## config.mk

```make
export PLATFORM = sky130hd
export DESIGN_NAME = serial_rx_flat
export DESIGN_NICKNAME = d
export VERILOG_FILES = /design/src/rtl/serial_pkg.sv /design/src/rtl/serial_rx_if.sv /design/src/rtl/rx_fifo.sv /design/src/rtl/serial_rx.sv /design/src/flat_wrapper.sv
export SDC_FILE = /design/constraint.sdc
export NUM_CORES = 1
export LEC_CHECK = 0
export CORE_MARGIN = 4
export CORE_UTILIZATION = 50
export DETAILED_ROUTE_END_ITERATION = 7
export HOLD_SLACK_MARGIN = 0.06
export PLACE_DENSITY = 0.74
export REMOVE_ABC_BUFFERS = 1
export SYNTH_ARGS = -nofsm -noshare
export SYNTH_HDL_FRONTEND = slang
export SYNTH_HIERARCHICAL = 1
export SYNTH_SLANG_ARGS = --single-unit
```

## constraint.sdc

```tcl
create_clock -name clock -period 3.63 [get_ports clock]
set_clock_uncertainty 0.2 [all_clocks]
set_input_delay 1.089 -clock clock [delete_from_list [all_inputs] [get_ports clock]]
set_output_delay 1.089 -clock clock [all_outputs]
set_load 0.01 [all_outputs]
```

## src/rtl/serial_pkg.sv

```systemverilog
// ==== serial_pkg: shared types and register map for the serial receiver ====
// Rev 1.0
`default_nettype none

package serial_pkg;

  typedef enum logic [1:0] {
    IDLE  = 2'd0,
    START = 2'd1,
    DATA  = 2'd2,
    STOP  = 2'd3
  } rx_state_t;

  localparam logic [31:0] SERIAL_RX_DATA   = 32'h0000_0000;
  localparam logic [31:0] SERIAL_RX_STATUS = 32'h0000_0004;

  localparam int ST_VALID = 0;
  localparam int ST_FULL  = 1;
  localparam int ST_FERR  = 2;
  localparam int ST_OVR   = 3;

endpackage

`default_nettype wire

```

## src/rtl/serial_rx_if.sv

```systemverilog
// ==== serial_rx_if: data-memory bus slice seen by the serial receiver ====
// Rev 1.0
`default_nettype none

interface serial_rx_if;
  logic        sel;
  logic        re;
  logic [31:0] addr;
  logic [31:0] dout;

  modport master (output sel, output re, output addr, input dout);
  modport slave  (input sel, input re, input addr, output dout);
endinterface

`default_nettype wire

```

## src/rtl/rx_fifo.sv

```systemverilog
// ==== rx_fifo: first-word-fall-through byte FIFO for received characters ====
// Rev 1.0
`default_nettype none

module rx_fifo #(
  parameter int DEPTH = 8
) (
  input  wire logic       clock,
  input  wire logic       reset,
  input  wire logic       push,
  input  wire logic       pop,
  input  wire logic [7:0] din,
  output logic      [7:0] head,
  output logic            empty,
  output logic            full
);

  localparam int AW = $clog2(DEPTH);

  logic [7:0]    mem [DEPTH];
  logic [AW-1:0] wr_ptr;
  logic [AW-1:0] rd_ptr;
  logic [AW:0]   count;
  logic          do_push;
  logic          do_pop;

  assign empty   = (count == '0);
  assign full    = (count == (AW+1)'(DEPTH));
  assign do_pop  = pop & ~empty;
  // A pop in the same cycle frees the slot, so a push into a full FIFO still lands.
  assign do_push = push & (~full | do_pop);
  assign head    = empty ? 8'h00 : mem[rd_ptr];

  always_ff @(posedge clock) begin
    if (do_push) begin
      mem[wr_ptr] <= din;
    end
  end

  always_ff @(posedge clock) begin
    if (reset) begin
      wr_ptr <= '0;
      rd_ptr <= '0;
      count  <= '0;
    end else begin
      if (do_push) begin
        wr_ptr <= wr_ptr + AW'(1);
      end
      if (do_pop) begin
        rd_ptr <= rd_ptr + AW'(1);
      end
      case ({do_push, do_pop})
        2'b10:   count <= count + (AW+1)'(1);
        2'b01:   count <= count - (AW+1)'(1);
        default: count <= count;
      endcase
    end
  end

endmodule

`default_nettype wire

```

## src/rtl/serial_rx.sv

```systemverilog
// ==== serial_rx: UART 8N1 receiver with receive FIFO and DATA/STATUS registers ====
// Rev 1.0
`default_nettype none

module serial_rx
  import serial_pkg::*;
#(
  parameter int CLKS_PER_BIT = 434,
  parameter int FIFO_DEPTH   = 8
) (
  input  wire logic   clock,
  input  wire logic   reset,
  input  wire logic   rx,
  serial_rx_if.slave  bus
);

  localparam int            CW        = $clog2(CLKS_PER_BIT);
  localparam logic [CW-1:0] HALF_LOAD = CW'(CLKS_PER_BIT / 2 - 1);
  localparam logic [CW-1:0] FULL_LOAD = CW'(CLKS_PER_BIT - 1);

  rx_state_t     state, state_n;
  logic [CW-1:0] cnt, cnt_n;
  logic [2:0]    bitidx, bitidx_n;
  logic [7:0]    shreg, shreg_n;
  logic          overrun, overrun_n;
  logic          frame_err, frame_err_n;
  logic          rx_meta, rx_sync, rx_prev;
  logic          push, ovr_set, ferr_set;
  logic          pop_req, clr_req, pop_ok;
  logic [7:0]    head;
  logic          empty, full;
  logic          unused_addr;

  assign unused_addr = ^{bus.addr[31:3], bus.addr[1:0]};
  assign pop_req     = bus.sel & bus.re & (bus.addr[2] == SERIAL_RX_DATA[2]);
  assign clr_req     = bus.sel & bus.re & (bus.addr[2] == SERIAL_RX_STATUS[2]);
  assign pop_ok      = pop_req & ~empty;

  always_ff @(posedge clock) begin
    if (reset) begin
      rx_meta   <= 1'b1;
      rx_sync   <= 1'b1;
      rx_prev   <= 1'b1;
      state     <= IDLE;
      cnt       <= '0;
      bitidx    <= '0;
      shreg     <= '0;
      overrun   <= 1'b0;
      frame_err <= 1'b0;
    end else begin
      rx_meta   <= rx;
      rx_sync   <= rx_meta;
      rx_prev   <= rx_sync;
      state     <= state_n;
      cnt       <= cnt_n;
      bitidx    <= bitidx_n;
      shreg     <= shreg_n;
      overrun   <= overrun_n;
      frame_err <= frame_err_n;
    end
  end

  always_comb begin
    state_n  = state;
    cnt_n    = cnt;
    bitidx_n = bitidx;
    shreg_n  = shreg;
    push     = 1'b0;
    ovr_set  = 1'b0;
    ferr_set = 1'b0;
    case (state)
      IDLE: begin
        if (rx_prev & ~rx_sync) begin
          state_n = START;
          cnt_n   = HALF_LOAD;
        end
      end
      START: begin
        if (cnt == '0) begin
          if (!rx_sync) begin
            state_n  = DATA;
            cnt_n    = FULL_LOAD;
            bitidx_n = 3'd0;
          end else begin
            state_n = IDLE;
          end
        end else begin
          cnt_n = cnt - CW'(1);
        end
      end
      DATA: begin
        if (cnt == '0) begin
          shreg_n  = {rx_sync, shreg[7:1]};
          cnt_n    = FULL_LOAD;
          bitidx_n = bitidx + 3'd1;
          if (bitidx == 3'd7) begin
            state_n = STOP;
          end
        end else begin
          cnt_n = cnt - CW'(1);
        end
      end
      STOP: begin
        if (cnt == '0) begin
          state_n = IDLE;
          if (rx_sync) begin
            if (!full || pop_ok) begin
              push = 1'b1;
            end else begin
              ovr_set = 1'b1;
            end
          end else begin
            ferr_set = 1'b1;
          end
        end else begin
          cnt_n = cnt - CW'(1);
        end
      end
      default: state_n = IDLE;
    endcase
    // A flag raised in the same cycle as a STATUS read survives the clear.
    overrun_n   = ovr_set  | (overrun   & ~clr_req);
    frame_err_n = ferr_set | (frame_err & ~clr_req);
  end

  rx_fifo #(
    .DEPTH (FIFO_DEPTH)
  ) u_fifo (
    .clock (clock),
    .reset (reset),
    .push  (push),
    .pop   (pop_req),
    .din   (shreg),
    .head  (head),
    .empty (empty),
    .full  (full)
  );

  always_comb begin
    bus.dout = '0;
    if (bus.addr[2] == SERIAL_RX_STATUS[2]) begin
      bus.dout[ST_VALID] = ~empty;
      bus.dout[ST_FULL]  = full;
      bus.dout[ST_FERR]  = frame_err;
      bus.dout[ST_OVR]   = overrun;
    end else begin
      bus.dout[8]   = ~empty;
      bus.dout[7:0] = head;
    end
  end

endmodule

`default_nettype wire

```

## src/flat_wrapper.sv

```systemverilog
// flat-port wrapper written by rule: the top's interface ports become plain ports
module serial_rx_flat import serial_pkg::*;
#(
  parameter int CLKS_PER_BIT = 434,
  parameter int FIFO_DEPTH   = 8
)
  (clock, reset, rx, bus_sel, bus_re, bus_addr, bus_dout);
  serial_rx_if bus_i ();
  input  wire logic clock;
  input  wire logic reset;
  input  wire logic rx;
  input wire logic [$bits(bus_i.sel)-1:0] bus_sel;
  input wire logic [$bits(bus_i.re)-1:0] bus_re;
  input wire logic [$bits(bus_i.addr)-1:0] bus_addr;
  output wire logic [$bits(bus_i.dout)-1:0] bus_dout;
  assign bus_i.sel = bus_sel;
  assign bus_i.re = bus_re;
  assign bus_i.addr = bus_addr;
  assign bus_dout = bus_i.dout;
  serial_rx #(.CLKS_PER_BIT(CLKS_PER_BIT), .FIFO_DEPTH(FIFO_DEPTH)) u_core (.clock(clock), .reset(reset), .rx(rx), .bus(bus_i));
endmodule
```

==> summary by stage, run 1 <==
Outcome
The flow ran to the end, and the final reports show no timing, DRC or antenna violations.

STA
The tightest hold margin is ~220 ps. The peak clock frequency supported by timing is 0.286 GHz. The number of hold-slack violations in the final timing report is 0.

The final-report max-slew violation count came to 0. For the pin with the worst max-slew slack, the measured transition is 709 ps. Setup repair after global routing left no endpoint under its margin. In the finished design, the share of the clock period the worst path needs comes to 96.3%. Summed over all failing endpoints, the final setup total negative slack is 0 ps.

Subtracting the final worst setup slack from the clock period gives 3500 ps. The worst pin sits at a relative slew slack of between 50% and 60%. Setup violations remaining at the end of the flow were counted as 0.

Floorplanning
In this run the standard cell core region covers 9680 um^2. The die covers roughly 12,000 um^2. The initial standard-cell utilization of the core is 51.1%. From left edge to right edge, the die measures 107 um. From bottom edge to top edge, the die measures 107 um. The boundary pin count is 69. The count of standard-cell rows is 36.

Clock tree
The clock slew at the register clock pins of the worst setup and hold paths is 100 ps. The clock passes through at most 2 buffers. CTS placed an instance of clkbuf_8 at the clock tree root. The clock latency of the later-clocked register in the worst-skew pair is 360 ps. The quantity of hold-fixing buffers added after cts is 0. The TritonCTS clock tree is done. The number of clock buffers added by TritonCTS is 9. The clock tree synthesis step divided the H-tree into 3 levels. The clock net in this run drives a total of between 100 and 150 sinks.

Finish
The design area is 5530 um^2. From synthesis to final layout, the design area changed by 11.8%. The most common cell after layout, fill and taps aside is edfxtp_1.

Of the cells placed in the final design, the portion with a size suffix greater than 1 is around a fifth. For this run, the post-layout net count is around 490. The final cell count without fillers is 576. In the layout the commonest cells are 64 x edfxtp_1, 40 x dfxtp_1, 38 x nor2_1, 26 x a21oi_1, 26 x buf_4. The antenna diode count is 0.

Worst setup path
The worst register-to-register path ends at u_core/u_fifo/count[3]. The peak per-stage delay on the critical path is 510 ps. For the worst flop-to-flop path, the logic depth is 13. The slowest stage of the critical path is the mux4_2 cell. The setup slack of the most critical reg-to-reg path is between 600 and 700 ps. The data required time at the worst endpoint is ~2300 ps.

The sort of element at the end of the critical path is an output pin. Data arrives at the worst endpoint at 2210 ps. The element type at the critical path start is a register.

The source of the worst register-to-register timing path is u_core/cnt[0]. The signal on the critical path passes through buf_12 -> mux4_2 -> mux2i_2 -> nor2_1 -> mux2_2 -> dlygate4sd2_1. The class of the most critical setup path is register to output pin. Along the worst path, the maximum fanout reaches 11.

Place
In this run the tool buffered the top-level ports with 14 buffer cells. The global placer's final weighted congestion is 0.857. The placement-stage cell area is approximately 5300 um^2. The cell count after placement is 555. The half-perimeter wire length of the detailed placement result is 6.62 mm.

Synthesis
The synthesized netlist occupies a cell area of 4950 um^2. The most used flip-flop cell after synthesis is edfxtp_1. A synthesized cell averages 12.3 um^2.

The yosys synthesis warning count is 6. In the synthesized netlist the async set-or-reset flop fraction comes to 0%. The synthesized flop and latch total is 104. Counting every instance in the synthesized netlist gives 402. The number of library cell types mapped by synthesis is 60. Summing the sequential cell areas from Yosys gives about 55% of the chip area. The number of enable-type register cells in the synthesized netlist is 64.

Global route
Global routing used 17.3% of the available tracks across all layers. The initial antenna violation count is 0. The via count of the first global-routing pass is 3,062. The pin count of the biggest net entering global routing is 27. The total congestion overflow after global routing is 0. The first-pass GRT wire length is approximately 16 mm.

Route
The post-route antenna net violation count is 0. The number of remaining DRC errors is 0. The detailed-route via count is 3,186.

In the final routed layout, each cell accounts on average for 16.7 um. After detailed routing, the total wire length is 9.62 mm. The vias per cell is 5.53.

The detailed router's first-iteration violation count is about 160. The first detailed-routing pass took 4 iterations.

Power
In this run the power spent charging and discharging nets is 699 uW. The design internal power is about 1.7 mW. The power share of the sequential group is around 54%. Net switching is 29.6% of the power. The maximum vdd drop is 0.247 mV. The standby leakage power is 2.01 nW.

The fraction of power consumed by the clock network is 30.5%. The areal power density over the cells is 427 nW/um^2. The logic gate share of total power is 15.2%.

Worst hold path
The startpoint identified for the worst hold timing path is u_core/rx_meta. The endpoint of the worst hold path is u_core/rx_sync. The class of the worst hold path is register to register.

The worst hold path stage count is 1.

Flow run
The max-cap check violation count is 0.
[registers in the layout, summed over array words and instances (netlist names), named ones only]
register / cells
u_core/overrun: 1
u_core/state: 1
u_core/u_fifo/wr_ptr: 3
u_core/u_fifo/count: 4
u_core/frame_err: 1
u_core/cnt: 9
u_core/rx_prev: 1
u_core/rx_meta: 1
u_core/bitidx: 3
u_core/shreg: 8
u_core/u_fifo/rd_ptr: 3
u_core/u_fifo/mem: 64
u_core/rx_sync: 1
[power groups by stage]
stage	Clock, mW	Combinational (mW)	Sequential [mW]
finish	0.720	0.358	1.28
global route	0.782	0.394	1.29
CTS	0.742	0.351	1.28
detailed placement	0	0.350	1.31
global placement	0	0.342	1.31
floorplan	0	0.252	1.30
[synth_stat cells, types with 2 or more instances]
master	instances	share of area [%]
a31oi_1	3	0.38
a32oi_1	2	0.35
xor2_1	4	0.71
or2_2	3	0.38
xnor2_1	3	0.53
nand3b_1	2	0.30
buf_6	2	0.46
ha_1	12	3.0
nor2_1	38	2.9
o211ai_1	3	0.46
nor3_1	7	0.71
edfxtp_1	64	39
dfxtp_1	40	16
a211oi_1	4	0.61
o21bai_1	2	0.30
o21ai_0	15	1.5
buf_1	2	0.15
clkbuf_1	8	0.61
inv_1	16	1.2
mux2i_1	14	2.8
o32ai_1	2	0.35
nand2b_1	5	0.63
nand2_1	15	1.1
mux4_2	16	7.3
o2111ai_1	5	0.89
buf_2	5	0.51
nor4_1	5	0.63
a21oi_1	27	2.7
buf_4	24	3.6
mux2_2	3	0.68
o31ai_1	2	0.30
nor2b_1	9	1.1
nand3_1	13	1.3
[worst max path at each step]
stage / from / endpoint / slack (ps) / cells after the start
2_1_floorplan: u_core/cnt[7] / u_core/u_fifo/mem[0][0] / 40 / 5
3_3_place_gp: bus_addr[2] / bus_dout[1] / -210 / 4
3_5_place_dp: bus_addr[2] / u_core/u_fifo/count[3] / -220 / 12
6_report: register / bus_dout[3] / 130 / 6
4_1_cts: bus_addr[2] / bus_dout[1] / -20 / 4
5_1_grt: register / bus_dout[1] / 20 / 6
[routing by layer]
layer | up-vias | part of all wire [%] | GRT usage [%] | wire [um]
met4 | 0 | 1.4 | 5.50 | 138
met5 | - | 0 | 0 | 0
met2 | 70 | 52 | 30.2 | 4970
met1 | 1570 | 42 | 22.1 | 4080
li1 | 1530 | - | - | -
met3 | 16 | 4.5 | 2.94 | 435
[kinds of logic (layout without fill, tap and decap cells)]
group                    after synthesis  count (layout)  share of synthesized area [%]
AO/OA/AOI/OAI                         76              76                           10.8
XOR/XNOR                               7               7                           1.24
adder cells (fa/ha/maj)               13              13                           3.44
buffers and inverters                 57              76                           6.58
flip-flops                           104             104                           55.0
multiplexers                          33              33                           10.8
other                                  1              23                         0.0758
AND/OR/NAND/NOR                      111             111                           12.0
[through the flow]
stage                     power, mW  setup slack [ps]  util (%)
after global placement         1.65              -207      54.5
after CTS                      2.38             -17.5      56.5
after detailed placement       1.66              -216      54.5
after global routing           2.46              19.6      57.1
after floorplan                1.55              44.8         -
final                          2.36               134      57.1
[cell type report]
type / instances / area (um^2)
multi-input combinational: 263 / 1990
timing repair buffer: 44 / 393
tap: 133 / 166
inverter: 16 / 60.1
clock buffer: 9 / 124
sequential: 104 / 2720
clock inverter: 7 / 77.6
fill: 793 / 4150
[worst max-delay path, delay by kind of cell, from the launching register on]
| family | cells | cell delay [ps] |
|---|---|---|
| flip-flops | 1 | 370 |
| AND/OR/NAND/NOR | 1 | 60 |
| multiplexers | 3 | 980 |
| buffers and inverters | 2 | 430 |
[what timing repair did]
item	CTS	global route
gates resized for setup	8	6
setup endpoints to repair	8	5
setup buffers	0	5
Note: power is estimated with default switching activity, not from simulation.
==> inputs of run 2 (changes only) <==
--- a/config.mk
+++ b/config.mk
@@ -5,6 +5,7 @@
 export SDC_FILE = /design/constraint.sdc
 export NUM_CORES = 1
 export LEC_CHECK = 0
+export CAP_MARGIN = 10
 export CORE_MARGIN = 4
 export CORE_UTILIZATION = 50
 export DETAILED_ROUTE_END_ITERATION = 7
@@ -15,3 +16,4 @@
 export SYNTH_HDL_FRONTEND = slang
 export SYNTH_HIERARCHICAL = 1
 export SYNTH_SLANG_ARGS = --single-unit
+export TNS_END_PERCENT = 10
==> constraint.sdc (replaced) <==
create_clock -name clock -period 4.27 [get_ports clock]
set_clock_uncertainty 0.2 [all_clocks]
set_input_delay 1.281 -clock clock [delete_from_list [all_inputs] [get_ports clock]]
set_output_delay 1.281 -clock clock [all_outputs]
set_load 0.01 [all_outputs]
==> run 2 against run 1 <==
  * Die area did not move
  * Via count did not move
  * Total power fell by 17%
  * Setup slack got worse by 80 ps
  * Global-route usage fell by 0.43 points
  * Cell count fell by 1.7%
  * Critical endpoint is now bus_dout[1]
  * Largest cell class unchanged
==> summary by stage, run 2 (synthesis gave the netlist of run 1 again) <==
Outcome
The flow ran to the end, and the final reports show no timing, DRC or antenna violations.

Global route
The via count of the first global-routing pass is 3,016 (-1.5%). The first-pass GRT wire length is 15.2 mm (-2.5%). The total congestion overflow after global routing is 0 (unchanged).

The initial antenna violation count is 0 (unchanged). The pin count of the biggest net entering global routing came to 27 (unchanged). The overall track demand over capacity in global routing is 16.9% (-0.43 points).

Power
The maximum vdd drop is 0.187 mV (-24%). The areal power density over the cells was 362 nW/um^2 (-15%). The standby leakage power is 1.87 nW (-6.8%).

Finish
The layout net count is 478 (-2.0%). The antenna diode count is 0 (unchanged). The largest registers in the layout are u_core/u_fifo/mem: 64 flops, u_core/cnt: 9 flops, u_core/shreg: 8 flops. The number of inserted filler cells in the final layout is 795 (+0.25%). The sequential cell area in the final layout is 2720 um^2 (unchanged). The most common cell after layout, fill and taps aside is edfxtp_1.

The register with the highest flop count is u_core/u_fifo/mem. The number of flip-flops in the largest register is 64 (unchanged). The design area is 5400 um^2 (-2.3%). In the layout the commonest cells are 64 x edfxtp_1, 40 x dfxtp_1, 38 x nor2_1, 27 x a21oi_1, 23 x conb_1. The multi-input combinational cell area was 1980 um^2 (-0.38%). The core occupancy in the finished layout is 55.8% (-1.3 points).

The ratio of cells with drive above 1 in the final layout is 16.4% (-2.3 points). The area growth from synthesis to layout is 9.23%.

Floorplanning
The floorplan die area was 11,500 um^2 (unchanged). The die extent in y is 107 um (unchanged). The width of the die is 107 um (unchanged). The initial standard-cell utilization of the core is 51.1% (unchanged). The core outline area is 9680 um^2 (unchanged). The count of standard-cell rows came to 36 (unchanged).

The boundary pin count is 69 (unchanged).

STA
The accumulated negative setup slack is 0 ps (unchanged). Static timing analysis puts the maximum clock frequency at 0.237 GHz. The number of hold-slack violations in the final timing report was 0 (unchanged). The number of setup violations in the final report is 0 (unchanged). Setup repair after global routing left no endpoint under its margin. The headroom to the max-slew limit is 35.1% (-17 points). The slew at the pin closest to its max-slew limit was 970 ps (+261 ps). Subtracting the final worst setup slack from the clock period gives 4220 ps. The final worst-path cycle share is a little over nine tenths.

The final-report max-slew violation count is 0 (unchanged).

Worst setup path
The critical path startpoint is bus_addr[2]. The signal on the critical path passes through clkdlybuf4s50_1 -> buf_4 -> mux2_2 -> clkdlybuf4s50_1. The source of the worst register-to-register timing path is u_core/cnt[0].

The peak per-stage delay on the critical path is 480 ps (-30 ps). The data required time at the worst endpoint is 2790 ps (+450 ps). The maximum fanout along the worst path is 6 (-5). By instance count, the cell type seen most on the critical path is clkdlybuf4s50_1. The arrival time at the worst endpoint is 2730 ps (+520 ps). The sort of element at the end of the critical path is an output pin. The largest individual stage delay along the critical path comes from the cell clkdlybuf4s50_1.

The worst setup path is launched from an input port. The class of the most critical setup path is input port to output pin.

Route
The wire length per cell after detailed routing is 16.4 um (-2.0%). The post-route antenna net violation count is 0 (unchanged). The length of the first detailed-routing pass in iterations is 4 (unchanged). The vias per cell was 5.63 (+1.8%). The detailed router's first-iteration violation count is 224 (+38%). The number of remaining DRC errors came to 0 (unchanged).

The overall routed net length was 9.27 mm (-3.7%). The detailed-route via count is 3,186 (unchanged).

Clock tree
The maximum level of the CTS H-tree is 3 (unchanged). The buffer levels on the longest clock path was 2 (unchanged). The clock slew at the register clock pins of the worst setup and hold paths is 100 ps (about the same). Clock tree synthesis selected as its root buffer the cell clkbuf_8. The quantity of hold-fixing buffers added after cts is 0 (unchanged).

The number of gates resized after cts is 0 (-8). The total clock buffers created by CTS is 9 (unchanged). The clock latency of the later-clocked register in the worst-skew pair is 360 ps (about the same). The total number of clock tree sinks is 104 (unchanged). The count of buffers added by post-CTS timing repair for setup is 0 (unchanged). TritonCTS built the clock tree.

Place
The half-perimeter wire length of the detailed placement result is 6.43 mm (-2.9%). The placement-stage cell area is 5220 um^2 (-1.2%). The port buffer count is 14 (unchanged).

The global placer's final weighted congestion is 0.826 (-3.5%).

Worst hold path
The tightest min-delay check is of the register to register type. In this run the most critical hold path is launched from u_core/rx_meta.

Flow run
The max-cap check violation count was 0 (unchanged).
[run 2: cell count changes in the layout (fill, tap and decap cells not counted), moves of 2 or more]
cell,delta
buf_6,-2
inv_8,-3
buf_12,-2
inv_6,+2
buf_4,-6
dlymetal6s2s_1,-2
clkdlybuf4s50_1,+10
dlygate4sd2_1,-8
[run 2: through the flow]
step	hold WS [ps]	setup slack, ps	std cells	power [mW]
6_report	217	54.1	566	1.96
5_1_grt	244	19.6	566	2.05
4_1_cts	219	42.1	566	1.97
3_5_place_dp	195	49.4	550	1.40
3_3_place_gp	194	53.0	550	1.40
2_1_floorplan	189	573	383	1.32
[run 2: area by class of cell]
class,count,area share [%]
clock buffer,9,2.29
multi-input combinational,263,36.7
sequential,104,50.4
timing repair buffer,34,5.37
tap,133,3.08
inverter,16,1.11
clock inverter,7,1.09
[run 2: routing by layer]
layer	part of all wire [%]	vias up	wire length (um)	global-route usage, %
met5	0	-	0	0
met4	1.1	0	102	5.32
met3	5.5	11	507	3.00
met2	51	102	4690	29.2
met1	43	1557	3970	21.7
li1	-	1516	-	-
[run 2: worst paths after layout]
path / end / slack [ps] / cells past startpoint
max reg2reg: u_core/u_fifo/count[3] / 1040 / 12
min: u_core/rx_sync / 220 / 1
max: bus_dout[1] / 50 / 4
min reg2reg: u_core/rx_sync / 220 / 1
[run 2: critical path: cells and delay by family]
family	cells	cell delay, ps
buffers and inverters	3	1110
multiplexers	1	340
[run 2: power breakdown]
group | internal, mW | switching [mW] | leakage [nW] | total [mW]
Combinational | 0.104 | 0.194 | 0.865 | 0.298
Sequential | 1.07 | 0.0228 | 0.916 | 1.09
Clock | 0.222 | 0.344 | 0.0925 | 0.566
Total | 1.39 | 0.561 | 1.87 | 1.96
==> inputs of run 3 (changes only) <==
--- a/config.mk
+++ b/config.mk
@@ -9,7 +9,9 @@
 export CORE_MARGIN = 4
 export CORE_UTILIZATION = 50
 export DETAILED_ROUTE_END_ITERATION = 7
+export GPL_TIMING_DRIVEN = 0
 export HOLD_SLACK_MARGIN = 0.06
+export MAX_ROUTING_LAYER = met4
 export PLACE_DENSITY = 0.74
 export REMOVE_ABC_BUFFERS = 1
 export SYNTH_ARGS = -nofsm -noshare
==> run 3 against run 2 <==
  * Flip-flop and latch count did not move
  * Final area shrank 1.3%
  * Sequential power about the same
  * Setup slack lost 8.3 ps
  * Utilization down 0.71 points
  * Total power grew 1.8%
  * Worst hold slack better by 8.2 ps
  * Maximum frequency shrank 0.20%
  * Via count is 1.7% lower
  * Clock power rose by 8.3%
  * Highest routed layer unchanged
==> summary by stage, run 3 (synthesis gave the netlist of run 1 again) <==
Finish
The number of inserted filler cells in the final layout is 825 (+3.8%). The multi-input combinational cell area is 2010 um^2 (+1.4%). The number of flip-flops in the largest register came to 64 (unchanged).

The ratio of cells with drive above 1 in the final layout is 15.3% (-1.1 points). In the final layout, the registers with the most flip-flops are u_core/u_fifo/mem: 64 flops, u_core/cnt: 9 flops, u_core/shreg: 8 flops. The antenna diode count is 0 (unchanged). The sequential cell area in the final layout is 2730 um^2 (+0.18%).

Relative to the synthesized area, the layout overhead comes to 7.84%. Leaving out fill and tap cells, the most frequent cell in the layout is edfxtp_1. The layout net count is 463 (-3.1%).

The design area was 5330 um^2 (-1.3%). The register with the most flip-flops in the final layout is u_core/u_fifo/mem. In the layout the commonest cells are 64 x edfxtp_1, 38 x nor2_1, 38 x dfxtp_1, 27 x a21oi_1, 23 x conb_1.

Place
The placement-stage cell area came to 5110 um^2 (-2.0%). The port buffer count came to 14 (unchanged). The global placer's final weighted congestion is 0.849 (+2.8%). The half-perimeter wire length of the detailed placement result is 6.28 mm (-2.3%).

STA
The slew at the pin closest to its max-slew limit was 963 ps (-7.27 ps). The number of setup violations in the final report is 0 (unchanged). The headroom to the max-slew limit is 35.3% (+0.15 points). The peak clock frequency supported by timing is 0.237 GHz (-0.20%). The number of hold-slack violations in the final timing report is 0 (unchanged). The time the final worst path needs with I/O delays and setup is 4220 ps (+8.29 ps).

Setup repair after global routing could not meet its margin everywhere. The accumulated negative setup slack is 0 ps (unchanged). The final worst-path cycle share was 98.9% (+0.19 points). The final-report max-slew violation count came to 0 (unchanged).

Worst setup path
The peak per-stage delay on the critical path is 580 ps (+100 ps). The arrival time at the worst endpoint was 2740 ps (about the same). The class of the most critical setup path is input port to output pin. The sort of element at the end of the critical path is an output pin. The maximum fanout along the worst path is 12 (+6). The setup slack of the most critical reg-to-reg path is 280 ps (-760 ps). The critical path goes through dlygate4sd2_1 -> mux2_2 -> clkdlybuf4s50_1. The data required time at the worst endpoint is 2790 ps (about the same). The cell with the biggest individual delay on the critical path is dlygate4sd2_1. STA classifies the critical path startpoint as an input port.

Floorplanning
The core outline area is 9680 um^2 (unchanged). The count of standard-cell rows is 36 (unchanged). The die extent in y was 107 um (unchanged). The initial standard-cell utilization of the core is 51.1% (unchanged). The boundary pin count is 69 (unchanged). The width of the die was 107 um (unchanged). The floorplan die area is 11,500 um^2 (unchanged).

Power
The logic gate share of total power is 14.4% (-0.9 points). The standby leakage power is 1.82 nW (-3.1%). The power share of the sequential group is 54.8% (-1.0 points). The areal power density over the cells is 373 nW/um^2 (+3.1%). The final total power is 1.99 mW (+1.8%). The switching fraction of total power is 29.7% (+1.1 points). The design internal power was 1.40 mW (+0.26%).

The reported net switching power is 592 uW (+5.6%). The maximum vdd drop is 0.230 mV (+24%). The fraction of power consumed by the clock network is 30.8% (+1.9 points).

Clock tree
The count of buffers added by post-CTS timing repair for setup is 0 (unchanged). The total number of clock tree sinks came to 104 (unchanged). The quantity of hold-fixing buffers added after cts is 0 (unchanged). The clock slew at the register clock pins of the worst setup and hold paths is 100 ps (about the same). The buffer levels on the longest clock path is 2 (unchanged). The clock latency of the later-clocked register in the worst-skew pair is 370 ps (about the same).

TritonCTS built the clock tree. The total clock buffers created by CTS is 9 (unchanged). The maximum level of the CTS H-tree came to 3 (unchanged). Clock tree synthesis selected as its root buffer the cell clkbuf_8.

Global route
The total congestion overflow after global routing is 0 (unchanged). The via count of the first global-routing pass came to 2,966 (-1.7%). The initial antenna violation count is 0 (unchanged). The first-pass GRT wire length is 15.2 mm (+0.22%). The overall track demand over capacity in global routing was 17.5% (+0.60 points). The pin count of the biggest net entering global routing came to 39 (+44%).

Route
The detailed-route via count is 3,132 (-1.7%). The detailed router's first-iteration violation count is 176 (-21%). The overall routed net length is 9.43 mm (+1.8%). The wire length per cell after detailed routing is 17.1 um (+4.5%). The length of the first detailed-routing pass in iterations is 5 (+1). The number of remaining DRC errors is 0 (unchanged). The post-route antenna net violation count is 0 (unchanged). The vias per cell is 5.68 (+0.98%).

Flow run
The max-cap check violation count was 0 (unchanged).

Outcome
The run finished with clean final reports.

Worst hold path
In this run the worst hold path is classified as register to register.
-- run 3: worst max-delay path: cells and delay by family --
kind | cells | cell delay [ps]
muxes | 1 | 410
buffers and inverters | 2 | 1060
-- run 3: per-layer routing --
layer | vias to the layer above | track usage, % | wire length, um | share of wire [%]
met3 | 9 | 4.20 | 446 | 4.7
met4 | 0 | 5.14 | 90 | 0.95
met2 | 87 | 29.3 | 4960 | 53
li1 | 1481 | - | - | -
met5 | - | - | 0 | 0
met1 | 1555 | 21.3 | 3940 | 42
-- run 3: worst paths after layout --
| path | start | to | cells after the start |
|---|---|---|---|
| hold reg to reg | u_core/rx_meta | u_core/rx_sync | 1 |
| setup / recovery | bus_addr[2] | bus_dout[1] | 3 |
| setup reg to reg | u_core/cnt[7] | u_core/u_fifo/mem[1][5] | 6 |
| hold / removal | u_core/rx_meta | u_core/rx_sync | 1 |
-- run 3: area by class of cell --
type / count / share of cell area (%)
multi-input combinational: 263 / 37.6
clock inverter: 7 / 1.43
tap: 133 / 3.12
sequential: 104 / 51.1
clock buffer: 9 / 2.32
inverter: 16 / 1.13
timing repair buffer: 19 / 3.21
-- run 3: power by group through the flow --
stage                     Clock [mW]  Sequential (mW)  Combinational (mW)
after global routing           0.675             1.09               0.315
final                          0.613             1.09               0.287
after floorplan                    0             1.11               0.215
after global placement             0             1.11               0.275
after detailed placement           0             1.11               0.279
after CTS                      0.635             1.09               0.281
-- run 3: timing repair --
item / in CTS / in global routing
setup endpoints to repair: 53 / 10
resized for setup: 4 / 3
endpoints found under the hold margin: 0 / 0
-- run 3: through the flow --
| stage | hold slack (ps) | setup slack (ps) | utilization, % | instances |
|---|---|---|---|---|
| floorplan | 189 | 573 | - | 383 |
| global placement | 195 | -1090 | 52.4 | 530 |
| detailed placement | 200 | -831 | 52.8 | 535 |
| CTS | 229 | 30.5 | 55.0 | 551 |
| global route | 264 | -59.6 | 55.1 | 551 |
| finish | 225 | 45.8 | 55.1 | 551 |
